==> src/rtl/bpb_update_queue_pkg.sv <==
// Shared types and defaults for the branch predictor update queue.
// Holds the default predictor index width and the queued entry layout.
package bpb_update_queue_pkg;

    localparam int BPQ_IDX_W = 10;

    typedef struct packed {
        logic [BPQ_IDX_W-1:0] index;
        logic                 taken;
    } bpq_entry_t;

endpackage

==> src/rtl/bpb_update_queue.sv <==
// Two-wide commit to one-wide predictor update FIFO (inline circular buffer).
// Optional BPQ_STATS_EN adds pop and commit-stall event counters.
module bpb_update_queue
    import bpb_update_queue_pkg::*;
#(
    parameter int DEPTH = 8,
    parameter int IDX_W = BPQ_IDX_W
) (
    input  logic             clk,
    input  logic             reset,
    input  logic             c0_valid,
    input  logic [IDX_W-1:0] c0_index,
    input  logic             c0_taken,
    input  logic             c1_valid,
    input  logic [IDX_W-1:0] c1_index,
    input  logic             c1_taken,
    output logic             commit_ready,
    output logic             update_valid,
    output logic [IDX_W-1:0] index_write,
    output logic             update_value
`ifdef BPQ_STATS_EN
    ,
    output logic [31:0]      upd_count,
    output logic [31:0]      stall_count
`endif
);

    localparam int PTR_W = $clog2(DEPTH);
    localparam int CNT_W = PTR_W + 1;
    localparam logic [CNT_W-1:0] READY_MAX = CNT_W'(DEPTH - 2);

    logic [IDX_W-1:0] idx_mem [DEPTH];
    logic             tkn_mem [DEPTH];

    logic [PTR_W-1:0] head;
    logic [PTR_W-1:0] tail;
    logic [CNT_W-1:0] count;

    logic             push0;
    logic             push1;
    logic             pop;
    logic [PTR_W-1:0] wr1_ptr;
    logic [PTR_W-1:0] tail_nxt;
    logic [PTR_W-1:0] head_nxt;
    logic [CNT_W-1:0] count_nxt;

    // Accept/pop decisions and next pointer/count values
    always_comb begin
        commit_ready = (count <= READY_MAX);
        push0        = commit_ready & c0_valid;
        push1        = commit_ready & c1_valid;
        pop          = (count != '0);
        wr1_ptr      = push0 ? tail + PTR_W'(1) : tail;
        tail_nxt     = tail + PTR_W'(push0) + PTR_W'(push1);
        head_nxt     = head + PTR_W'(pop);
        count_nxt    = count + CNT_W'(push0) + CNT_W'(push1)
                     - CNT_W'(pop);
    end

    // Head entry drives the predictor; outputs forced low when empty
    always_comb begin
        update_valid = pop;
        index_write  = '0;
        update_value = 1'b0;
        if (pop) begin
            index_write  = idx_mem[head];
            update_value = tkn_mem[head];
        end
    end

    // Pointer and occupancy registers
    always_ff @(posedge clk or negedge reset) begin
        if (!reset) begin
            head  <= '0;
            tail  <= '0;
            count <= '0;
        end else begin
            head  <= head_nxt;
            tail  <= tail_nxt;
            count <= count_nxt;
        end
    end

    // Entry storage, older branch first, no reset needed
    always_ff @(posedge clk) begin
        if (push0) begin
            idx_mem[tail] <= c0_index;
            tkn_mem[tail] <= c0_taken;
        end
        if (push1) begin
            idx_mem[wr1_ptr] <= c1_index;
            tkn_mem[wr1_ptr] <= c1_taken;
        end
    end

`ifdef BPQ_STATS_EN
    // Event counters: predictor updates issued and stalled commit cycles
    always_ff @(posedge clk or negedge reset) begin
        if (!reset) begin
            upd_count   <= '0;
            stall_count <= '0;
        end else begin
            if (pop)
                upd_count <= upd_count + 32'd1;
            if ((c0_valid | c1_valid) & ~commit_ready)
                stall_count <= stall_count + 32'd1;
        end
    end
`endif

endmodule

==> config.mk <==
export PLATFORM = sky130hd
export DESIGN_NAME = bpb_update_queue
export DESIGN_NICKNAME = d
export VERILOG_FILES = /design/src/rtl/bpb_update_queue_pkg.sv /design/src/rtl/bpb_update_queue.sv
export SDC_FILE = /design/constraint.sdc
export NUM_CORES = 1
export LEC_CHECK = 0
export CORE_AREA = 2 2 104 106
export CTS_CLUSTER_SIZE = 20
export DETAILED_ROUTE_END_ITERATION = 8
export DIE_AREA = 0 0 106 108
export PLACE_DENSITY = 0.73
export SLEW_MARGIN = 20
export SYNTH_ARGS = -nofsm -noshare
export SYNTH_HDL_FRONTEND = slang
export SYNTH_SLANG_ARGS = --single-unit
==> constraint.sdc <==
create_clock -name clk -period 4.7 [get_ports clk]
set_input_delay 0.705 -clock clk [delete_from_list [all_inputs] [get_ports clk]]
set_output_delay 0.705 -clock clk [all_outputs]
set_load 0.1 [all_outputs]
### Yosys cells after proc, flatten, opt, wreduce, memory -nomap -nowiden

Memory sizes are Yosys's and may differ from the RTL's.
Cells that the tools add are included.
W data, S select, Z words.

| operators by class | value |
|---|---|
| bitwise gates (word level) | 2 |
| shifts and indexed selects | 0 |
| div/mod/pow operators | 0 |
| equal/unequal tests | 0 |
| $add $sub $neg | 7 |
| magnitude comparators | 1 |
| mux-type cells | 7 |
| reductions and logical operators | 1 |
| multipliers | 0 |

Operators with widths:

| kind | count |
|---|---|
| $mux W10 | 1 |
| $add A3 B1 Y3 | 3 |
| $add A4 B1 Y4 | 2 |
| $mux W1 | 5 |
| $le A4 B3 Y1 const B | 1 |
| $reduce_bool A4 Y1 | 1 |
| $sub A4 B1 Y4 | 1 |
| $add A3 B1 Y3 const B | 1 |
| $mux W3 | 1 |
| $and A1 B1 Y1 | 2 |

| storage, ports and cells | value |
|---|---|
| bits in read-only memories | 0 |
| latch bits | 0 |
| memories kept | 2 |
| input bits | 26 |
| bits in writable memories | 88 |
| register bits | 10 |

Memories:

| name | depth | bits a word | rd ports | clocked after memory_dff | write ports | line | text |
|---|---|---|---|---|---|---|---|
| idx_mem | 8 | 10 | 1 | 0 | 2 | bpb_update_queue.sv:32 | `logic [IDX_W-1:0] idx_mem [DEPTH];` |
| tkn_mem | 8 | 1 | 1 | 0 | 2 | bpb_update_queue.sv:33 | `logic tkn_mem [DEPTH];` |

### Longest topological paths before layout

Gate-level depths: netlist (run 1).

| depth | value |
|---|---|
| depth in word-level cells | 5 |
| mapped depth | 11 |

### Least setup slack after synthesis (run 1)

No wires, ideal clock.

| path | value |
|---|---|
| kind | register to register |
| start | register count[3] |
| end | register count[2] |
| clock period less this slack | 4.206 ns |
| path buffers | 0 |
| setup slack | 0.494 ns |
| library setup time | 0.123 ns |
| data arrival time | 4.083 ns |
| cell stages (with the launch flop) | 11 |
| cell sequence | dfrtp_1 -> inv_1 -> ha_1 -> a21boi_0 -> a31oi_1 -> nand2_1 -> ha_1 -> inv_1 -> fa_1 -> fa_1 -> xor2_1 |

| on the way | value |
|---|---|
| word-level cells in the longest chain between the ends | 5 |
| elaborated cells between the ends (all ways) | 7 |

Ends and longest elaborated chain:

| what | line | text |
|---|---|---|
| from (decl) | bpb_update_queue.sv:37 | `logic [CNT_W-1:0] count;` |
| from (signal assigned) | bpb_update_queue.sv:80 | `count <= count_nxt;` |
| $le A4 B3 Y1 * | bpb_update_queue.sv:49 | `commit_ready = (count <= READY_MAX);` |
| via commit_ready | bpb_update_queue.sv:17 | `output logic commit_ready,` |
| $and A1 B1 Y1 | bpb_update_queue.sv:50 | `push0 = commit_ready & c0_valid;` |
| $add A4 B1 Y4 | bpb_update_queue.sv:56 | `count_nxt = count + CNT_W'(push0) + CNT_W'(push1)` |
| $add A4 B1 Y4 * | bpb_update_queue.sv:56 |  |
| $sub A4 B1 Y4 * | bpb_update_queue.sv:57 | `- CNT_W'(pop);` |
| via count_nxt[2] | bpb_update_queue.sv:45 | `logic [CNT_W-1:0] count_nxt;` |

Mark *: on every way through the listed nets, which the timed path passes. The rest lies on a longest branch.

### Worst setup path in the final report (run 1)

| path | value |
|---|---|
| start | register head[0] |
| end | output port index_write[8] |

| on the way | value |
|---|---|
| word-level cells in the longest chain between the ends | 2 |

Ends and longest elaborated chain:

| what | line | text |
|---|---|---|
| from (decl) | bpb_update_queue.sv:35 | `logic [PTR_W-1:0] head;` |
| from (signal assigned) | bpb_update_queue.sv:78 | `head <= head_nxt;` |
| $mem_v2 Z8 W10 | -- |  |
| $mux W10 | bpb_update_queue.sv:65 | `if (pop) begin` |
| to (decl) | bpb_update_queue.sv:19 | `output logic [IDX_W-1:0] index_write,` |

No other way between the ends.

==> impl_summary.txt, run 1 <==
----------------------------------------------------
[Flow run]
  Reported max-cap violation count ... 0

[STA]
  Final setup vio count ... 0
  Setup repair after global routing missed its margin ... false
  Worst-Margin Slew ... 1.08 ns
  Achievable Freq ... 275 MHz
  Final Hold Vio Count ... 0
  Min Tclk post-route ... 3.64 ns
  Worst slew margin ... 0.276
  Number of pins with negative max-slew slack in the final report ... 0
  Worst setup skew after layout ... 0.0101 ns
  Share of the cycle needed by the critical path after routing ... 0.774
  Setup TNS ... 0 ns

[Drt]
  DR iter-0 viols ... 208
  Per-cell via count in the routed design ... 5.81
  Average routed wire per standard cell ... 22.3 µm
  Detailed-route via count ... 2917
  Number of detailed-route iterations in the first pass ... 4
  Detail Route Antenna Nets ... 0
  Remaining design rule violation count ... 0
  Wire length after detailed routing ... 11.2 mm

[CTS]
  Number of buffers added to fix hold violations after cts ... 0
  Num Clock Sinks ... 98
  Clock-pin slew on the worst setup and hold paths ... 0.10 ns
  CTS root buffer ... clkbuf_8
  Post-cts sizing count ... 0
  Later-pin clock latency in the skew report ... 0.37 ns
  Number of levels the H-tree was split into ... 3
  Clock buffer count from CTS ... 9
  Clock tree from TritonCTS ... done
  Largest buffer count on any clock path ... 2
  Buffers inserted during post-CTS setup optimization ... 0

[Final layout]
  Fraction of final layout cells sized beyond drive strength 1 ... 0.413
  Filler Cell Count ... 796
  Count of antenna diodes in the layout ... 0
  Synth-to-layout area growth ... 14.8%
  Final layout net count ... 399
  Finished Cell Area ... 5930 µm²

[Global routing]
  Number of antenna violations at the first check in global routing ... 0
  First-pass GRT wire length ... 17.1 mm
  Total congestion overflow ... 0
  Gr usage total ... 0.207
  Number of global-route vias before repair ... 2977
  Pin count of the biggest net entering global routing ... 17

[Yosys]
  Number of flops mapped to enable cells by yosys ... 88
  Most frequent cells after synthesis ... 88 x edfxtp_1, 79 x mux2_2, 22 x mux4_2
  Sequential element share of the synthesized area ... 0.560
  Synth area leader ... edfxtp_1
  Primary FF master, synth ... edfxtp_1
  Number of different library cells in the post-synthesis netlist ... 32
  Leading cell types by total area after synthesis ... edfxtp_1 51%, mux2_2 17%, mux4_2 9.6%
  Fraction of synthesized cell area taken by the top area cell type ... 0.511
  Number of instances in the synthesized netlist ... 315
  Average cell area after synthesis ... 16.4 µm²
  Total nets after synthesis ... 353
  Most frequently used cell type in the post-synthesis netlist ... edfxtp_1
  Flops & latches, synth ... 98
  Synthesis Warnings ... 0
  Combined area of all synthesized cells ... 5170 µm²
  Post-synthesis async set-or-reset flop share ... 0.102

[Die]
  Area inside the core boundary ... 10200 µm²
  Die footprint ... 11400 µm²
  Placement Rows ... 37
  Overall die width ... 106 µm
  Height of the chip ... 108 µm
  Top-Level Pins ... 39
  Effective utilization at floorplan ... 0.505

[Placed design]
  Number of buffers inserted by port buffering ... 38
  Placed Area ... 5710 µm²
  Final GP Congestion ... 0.809
  Final HPWL from detailed placement ... 7.58 mm

[Power and ir drop]
  LEAKAGE ... 2.12 nW
  Worst vdd rail ir drop ... 0.397 mV
  PwrDens ... 701 nW/µm²

[Worst setup path]
  Count of cells along the worst register-to-register path ... 9
  Worst setup EP type ... output pin
  Worst-path cell with the longest stage delay ... clkdlybuf4s50_1
  Critical Setup Path Class ... reg2out
  Data arrival, critical path ... 2.93 ns
  Category of the worst setup path launch point ... register
  Crit-path leading delay family ... buffers and inverters
  Delay of the slowest cell on the worst path ... 0.99 ns
  Sum of buffers and inverters on the critical path ... 1
  Critical Path Fanout Max ... 10
  Worst path cell trace ... mux4_2 > mux2i_1 > nor2_1 > clkdlybuf4s50_1
  Data required time of the critical path ... 3.99 ns
  Minimum setup slack among reg-to-reg paths ... 1.82 ns
  Critical path depth in cells ... 4

[Outcome]
  Outcome ... completed

[Worst hold path]
  Worst min-delay path category ... reg2reg
  Number of cells on the worst hold path ... 1

----------------------------------------------------
==> report_power, final <==
group	internal [W]	switching, W	leakage, nW	total, W
clock	0.000299	0.000297	0.105	0.000596
combinational	0.000757	0.00143	1.10	0.00219
sequential	0.00121	0.000163	0.916	0.00138
==> metal layers <==
layer | track usage | share of wire | vias up
met5 | 0 | 0 | -
met4 | 0.0620 | 0.011 | 0
met3 | 0.0307 | 0.055 | 10
met2 | 0.358 | 0.52 | 84
met1 | 0.273 | 0.42 | 1502
li1 | - | - | 1321
==> worst reg2reg max path: stages, from the launching register on <==
cell and delay, ns:
dfrtp_1 0.40, inv_1 0.09, ha_1 0.15, nor3b_4 0.60
inv_1 0.19, ha_1 0.33, inv_1 0.05, fa_1 0.43
fa_1 0.39, xor2_1 0.16
==> kinds of logic after synthesis <==
group | Yosys count | share of synthesized area
DFF | 98 | 0.560
and+or+nand+nor | 33 | 0.0319
xor gates and xnor gates | 7 | 0.0119
buffers and inverters | 28 | 0.0273
adders and majority gates | 12 | 0.0334
AOI/OAI and AO/OA | 16 | 0.0206
muxes | 121 | 0.315
==> final cells by class <==
| cell class | instances | area, µm² | share of cell area |
|---|---|---|---|
| clock inverter | 7 | 92.6 | 0.0156 |
| sequential | 98 | 2890 | 0.487 |
| timing repair buffer | 52 | 463 | 0.0780 |
| tap | 136 | 170 | 0.0287 |
| multi-input combinational | 189 | 2150 | 0.362 |
| clock buffer | 9 | 124 | 0.0209 |
| inverter | 11 | 41.3 | 0.00696 |
==> metrics by stage <==
step | total power (W) | hold WS (ns) | setup slack (ns) | instances | util
floorplan | 0.00305 | 0.409 | 0.494 | 315 | -
global placement | 0.00355 | 0.573 | 1.19 | 486 | 0.558
detailed placement | 0.00360 | 0.610 | 1.13 | 486 | 0.558
CTS | 0.00419 | 0.633 | 0.820 | 502 | 0.579
global route | 0.00436 | 0.682 | 0.863 | 502 | 0.580
finish | 0.00416 | 0.621 | 1.06 | 502 | 0.580
==> flip-flops by register name, summed over array words and instances (netlist names) <==
signal   flops
idx_mem     80
tkn_mem      8
count        4
head         3
tail         3
==> final timing paths <==
| check | to | start |
|---|---|---|
| max | index_write[8] | head[0] |
| min | tail[2] | tail[2] |
| max reg2reg | count[2] | count[2] |
| min reg2reg | tail[2] | tail[2] |
| max in group asynchronous | tail[2] | reset |
| min in group asynchronous | count[1] | reset |
==> cells in the final DEF, fill, tap and decap left out, types with 2 or more instances in the layout <==
| cell type | n |
|---|---|
| clkinv_1 | 2 |
| mux2_2 | 79 |
| nand2_1 | 4 |
| o22ai_1 | 7 |
| dfrtp_1 | 10 |
| nor2_1 | 17 |
| nand3_1 | 3 |
| clkdlybuf4s50_1 | 29 |
| mux4_2 | 22 |
| mux2i_1 | 11 |
| inv_1 | 11 |
| bufinv_16 | 2 |
| ha_1 | 9 |
| mux2_4 | 9 |
| buf_4 | 23 |
| nand2b_1 | 4 |
| edfxtp_1 | 88 |
| o22a_1 | 3 |
| clkbuf_8 | 9 |
| fa_1 | 3 |
| xor2_1 | 6 |
No activity file was read; power rests on OpenSTA's default activity.
==> run 2, diff against run 1 <==
Clock period 4.7 ns to 3.44 ns, I/O delays scaled along.
==> run 2 against run 1 <==
Effect of this change: worst hold slack worse by 0.13 ns; die area is the same; largest cell class unchanged; non-clock buffer count rose by 7.
==> impl_summary.txt, run 2 (synthesis results as in run 1) <==
----------------------------------------------------
[STA]
  Share of the cycle needed by the critical path after routing ... 0.807
  Final setup vio count ... 0 (unchanged)
  Worst-Margin Slew ... 0.813 ns (-0.266 ns)
  Worst setup skew after layout ... 0.0104 ns (+0.000334 ns)
  Achievable Freq ... 360 MHz
  Final Hold Vio Count ... 0 (unchanged)
  Min Tclk post-route ... 2.78 ns
  Worst slew margin ... 0.458 (+0.182)
  Setup TNS ... 0 ns (unchanged)
  Number of pins with negative max-slew slack in the final report ... 0 (unchanged)
  Setup repair after global routing missed its margin ... false

[Worst setup path]
  Category of the worst setup path launch point ... register
  Worst setup EP type ... output pin
  Critical Path Fanout Max ... 14 (+4)
  Minimum setup slack among reg-to-reg paths ... 0.70 ns (-1.12 ns)
  Data required time of the critical path ... 2.92 ns (-1.07 ns)
  Reg-to-Reg Start ... count[3]
  Count of cells along the worst register-to-register path ... 10 (+1)
  R2R Path End ... count[2]
  Worst setup path start ... head[1]
  Data arrival, critical path ... 2.26 ns (-0.67 ns)
  Critical Setup Path Class ... reg2out
  Critical path destination ... index_write[9]

[Die]
  Placement Rows ... 37 (unchanged)
  Area inside the core boundary ... 10200 µm² (unchanged)
  Overall die width ... 106 µm (unchanged)
  Die footprint ... 11400 µm² (unchanged)
  Height of the chip ... 108 µm (unchanged)
  Effective utilization at floorplan ... 0.505 (unchanged)
  Top-Level Pins ... 39 (unchanged)

[Drt]
  Detail Route Antenna Nets ... 0 (unchanged)
  DR iter-0 viols ... 179 (-14%)
  Remaining design rule violation count ... 0 (unchanged)
  Per-cell via count in the routed design ... 5.78 (-0.61%)
  Number of detailed-route iterations in the first pass ... 5 (+1)
  Detailed-route via count ... 2934 (+0.58%)
  Average routed wire per standard cell ... 22.2 µm (-0.41%)
  Wire length after detailed routing ... 11.3 mm (+0.78%)

[CTS]
  Largest buffer count on any clock path ... 2 (unchanged)
  CTS root buffer ... clkbuf_8
  Clock buffer count from CTS ... 9 (unchanged)
  Number of levels the H-tree was split into ... 3 (unchanged)
  Clock tree from TritonCTS ... done
  Num Clock Sinks ... 98 (unchanged)
  Buffers inserted during post-CTS setup optimization ... 0 (unchanged)
  Later-pin clock latency in the skew report ... 0.35 ns (-0.02 ns)
  Number of buffers added to fix hold violations after cts ... 0 (unchanged)
  Clock-pin slew on the worst setup and hold paths ... 0.10 ns (about the same)
  Post-cts sizing count ... 0 (unchanged)

[Global routing]
  Number of global-route vias before repair ... 3160 (+6.1%)
  First-pass GRT wire length ... 17.6 mm (+2.7%)
  Pin count of the biggest net entering global routing ... 23 (+6)
  Gr usage total ... 0.212 (+0.00547)
  Number of antenna violations at the first check in global routing ... 0 (unchanged)
  Total congestion overflow ... 0 (unchanged)

[Final layout]
  Register bank with the most flops ... idx_mem
  Highest-count cells in the layout ignoring fill and taps ... 88 x edfxtp_1, 79 x mux2_2, 25 x clkdlybuf4s50_1, 23 x buf_4, 22 x mux4_2
  Core Util, Final ... 0.596 (+0.0155)
  Sequential Area ... 2890 µm² (unchanged)
  Most frequent standard cell in the layout excluding fill and tap cells ... edfxtp_1
  Fraction of final layout cells sized beyond drive strength 1 ... 0.433 (+0.0202)
  Count of antenna diodes in the layout ... 0 (unchanged)
  Total area of multi-input combinational cells ... 2160 µm² (+0.23%)
  Number of standard cells in the layout, taps in and fillers out ... 508 (+1.2%)
  Number of flip-flops in the largest register ... 80 (unchanged)
  Filler Cell Count ... 797 (+0.13%)
  Registers with the highest flip-flop counts ... idx_mem x80, tkn_mem x8, count x4
  Final layout net count ... 406 (+1.8%)
  Synth-to-layout area growth ... 17.9%

[Outcome]
  Outcome ... completed

[Placed design]
  Final HPWL from detailed placement ... 7.50 mm (-1.1%)
  Number of buffers inserted by port buffering ... 38 (unchanged)
  Final GP Congestion ... 0.830 (+2.7%)
  Post-Place Cells ... 493 (+1.4%)

[Flow run]
  Reported max-cap violation count ... 0 (unchanged)

[Worst hold path]
  Worst min-delay path category ... in2async

----------------------------------------------------
## run 2: cell count changes in the layout (fill, tap and decap cells not counted), sizes merged
cell / previous run / this run
buf: 23 / 34
bufinv: 2 / 1
clkdlybuf4s50: 29 / 25
clkinvlp: 1 / 0
inv: 12 / 13
## run 2: worst min-delay path by stage
stage	from	cells past startpoint	endpoint	slack, ns
floorplan	reset	0	count[0]	0.22
global placement	head[0]	1	head[0]	0.50
detailed placement	head[0]	1	head[0]	0.50
CTS	reset	1	count[0]	0.48
global route	reset	1	tail[0]	0.51
finish	reset	1	count[0]	0.49
## run 2: critical path, cell delays in order, from the launching register on
cell and delay, ns:
dfrtp_1 0.82, buf_4 0.32, mux4_2 0.32, mux2i_1 0.16
nor2_1 0.10, buf_12 0.17
## run 2: through the flow
step           setup WS (ns)  hold slack, ns  area [µm²]
3_3_place_gp           0.516           0.495        5900
3_5_place_dp           0.437           0.495        5900
4_1_cts                0.638           0.483        6090
6_report               0.662           0.487        6090
5_1_grt                0.530           0.509        6090
2_1_floorplan          0.273           0.220        5180
## run 2: area by class of cell
| class | instances | share of cell area |
|---|---|---|
| Clock buffer | 9 | 0.0203 |
| Inverter | 11 | 0.00678 |
| Sequential cell | 98 | 0.475 |
| Multi-Input combinational cell | 189 | 0.354 |
| Clock inverter | 6 | 0.0109 |
| Tap cell | 136 | 0.0279 |
| Timing Repair Buffer | 59 | 0.106 |
## run 2: metal layers
layer  vias up  wire length [µm]  track usage
met5         -                 0            0
met2        89              5700        0.361
met3        17               499       0.0289
met4         0               267       0.0808
li1       1337                 -            -
met1      1491              4830        0.281
Power of run 2 is left out: the tool's default activity adds up to more than one toggle a clock period on the data nets, which glitch-free logic cannot reach.
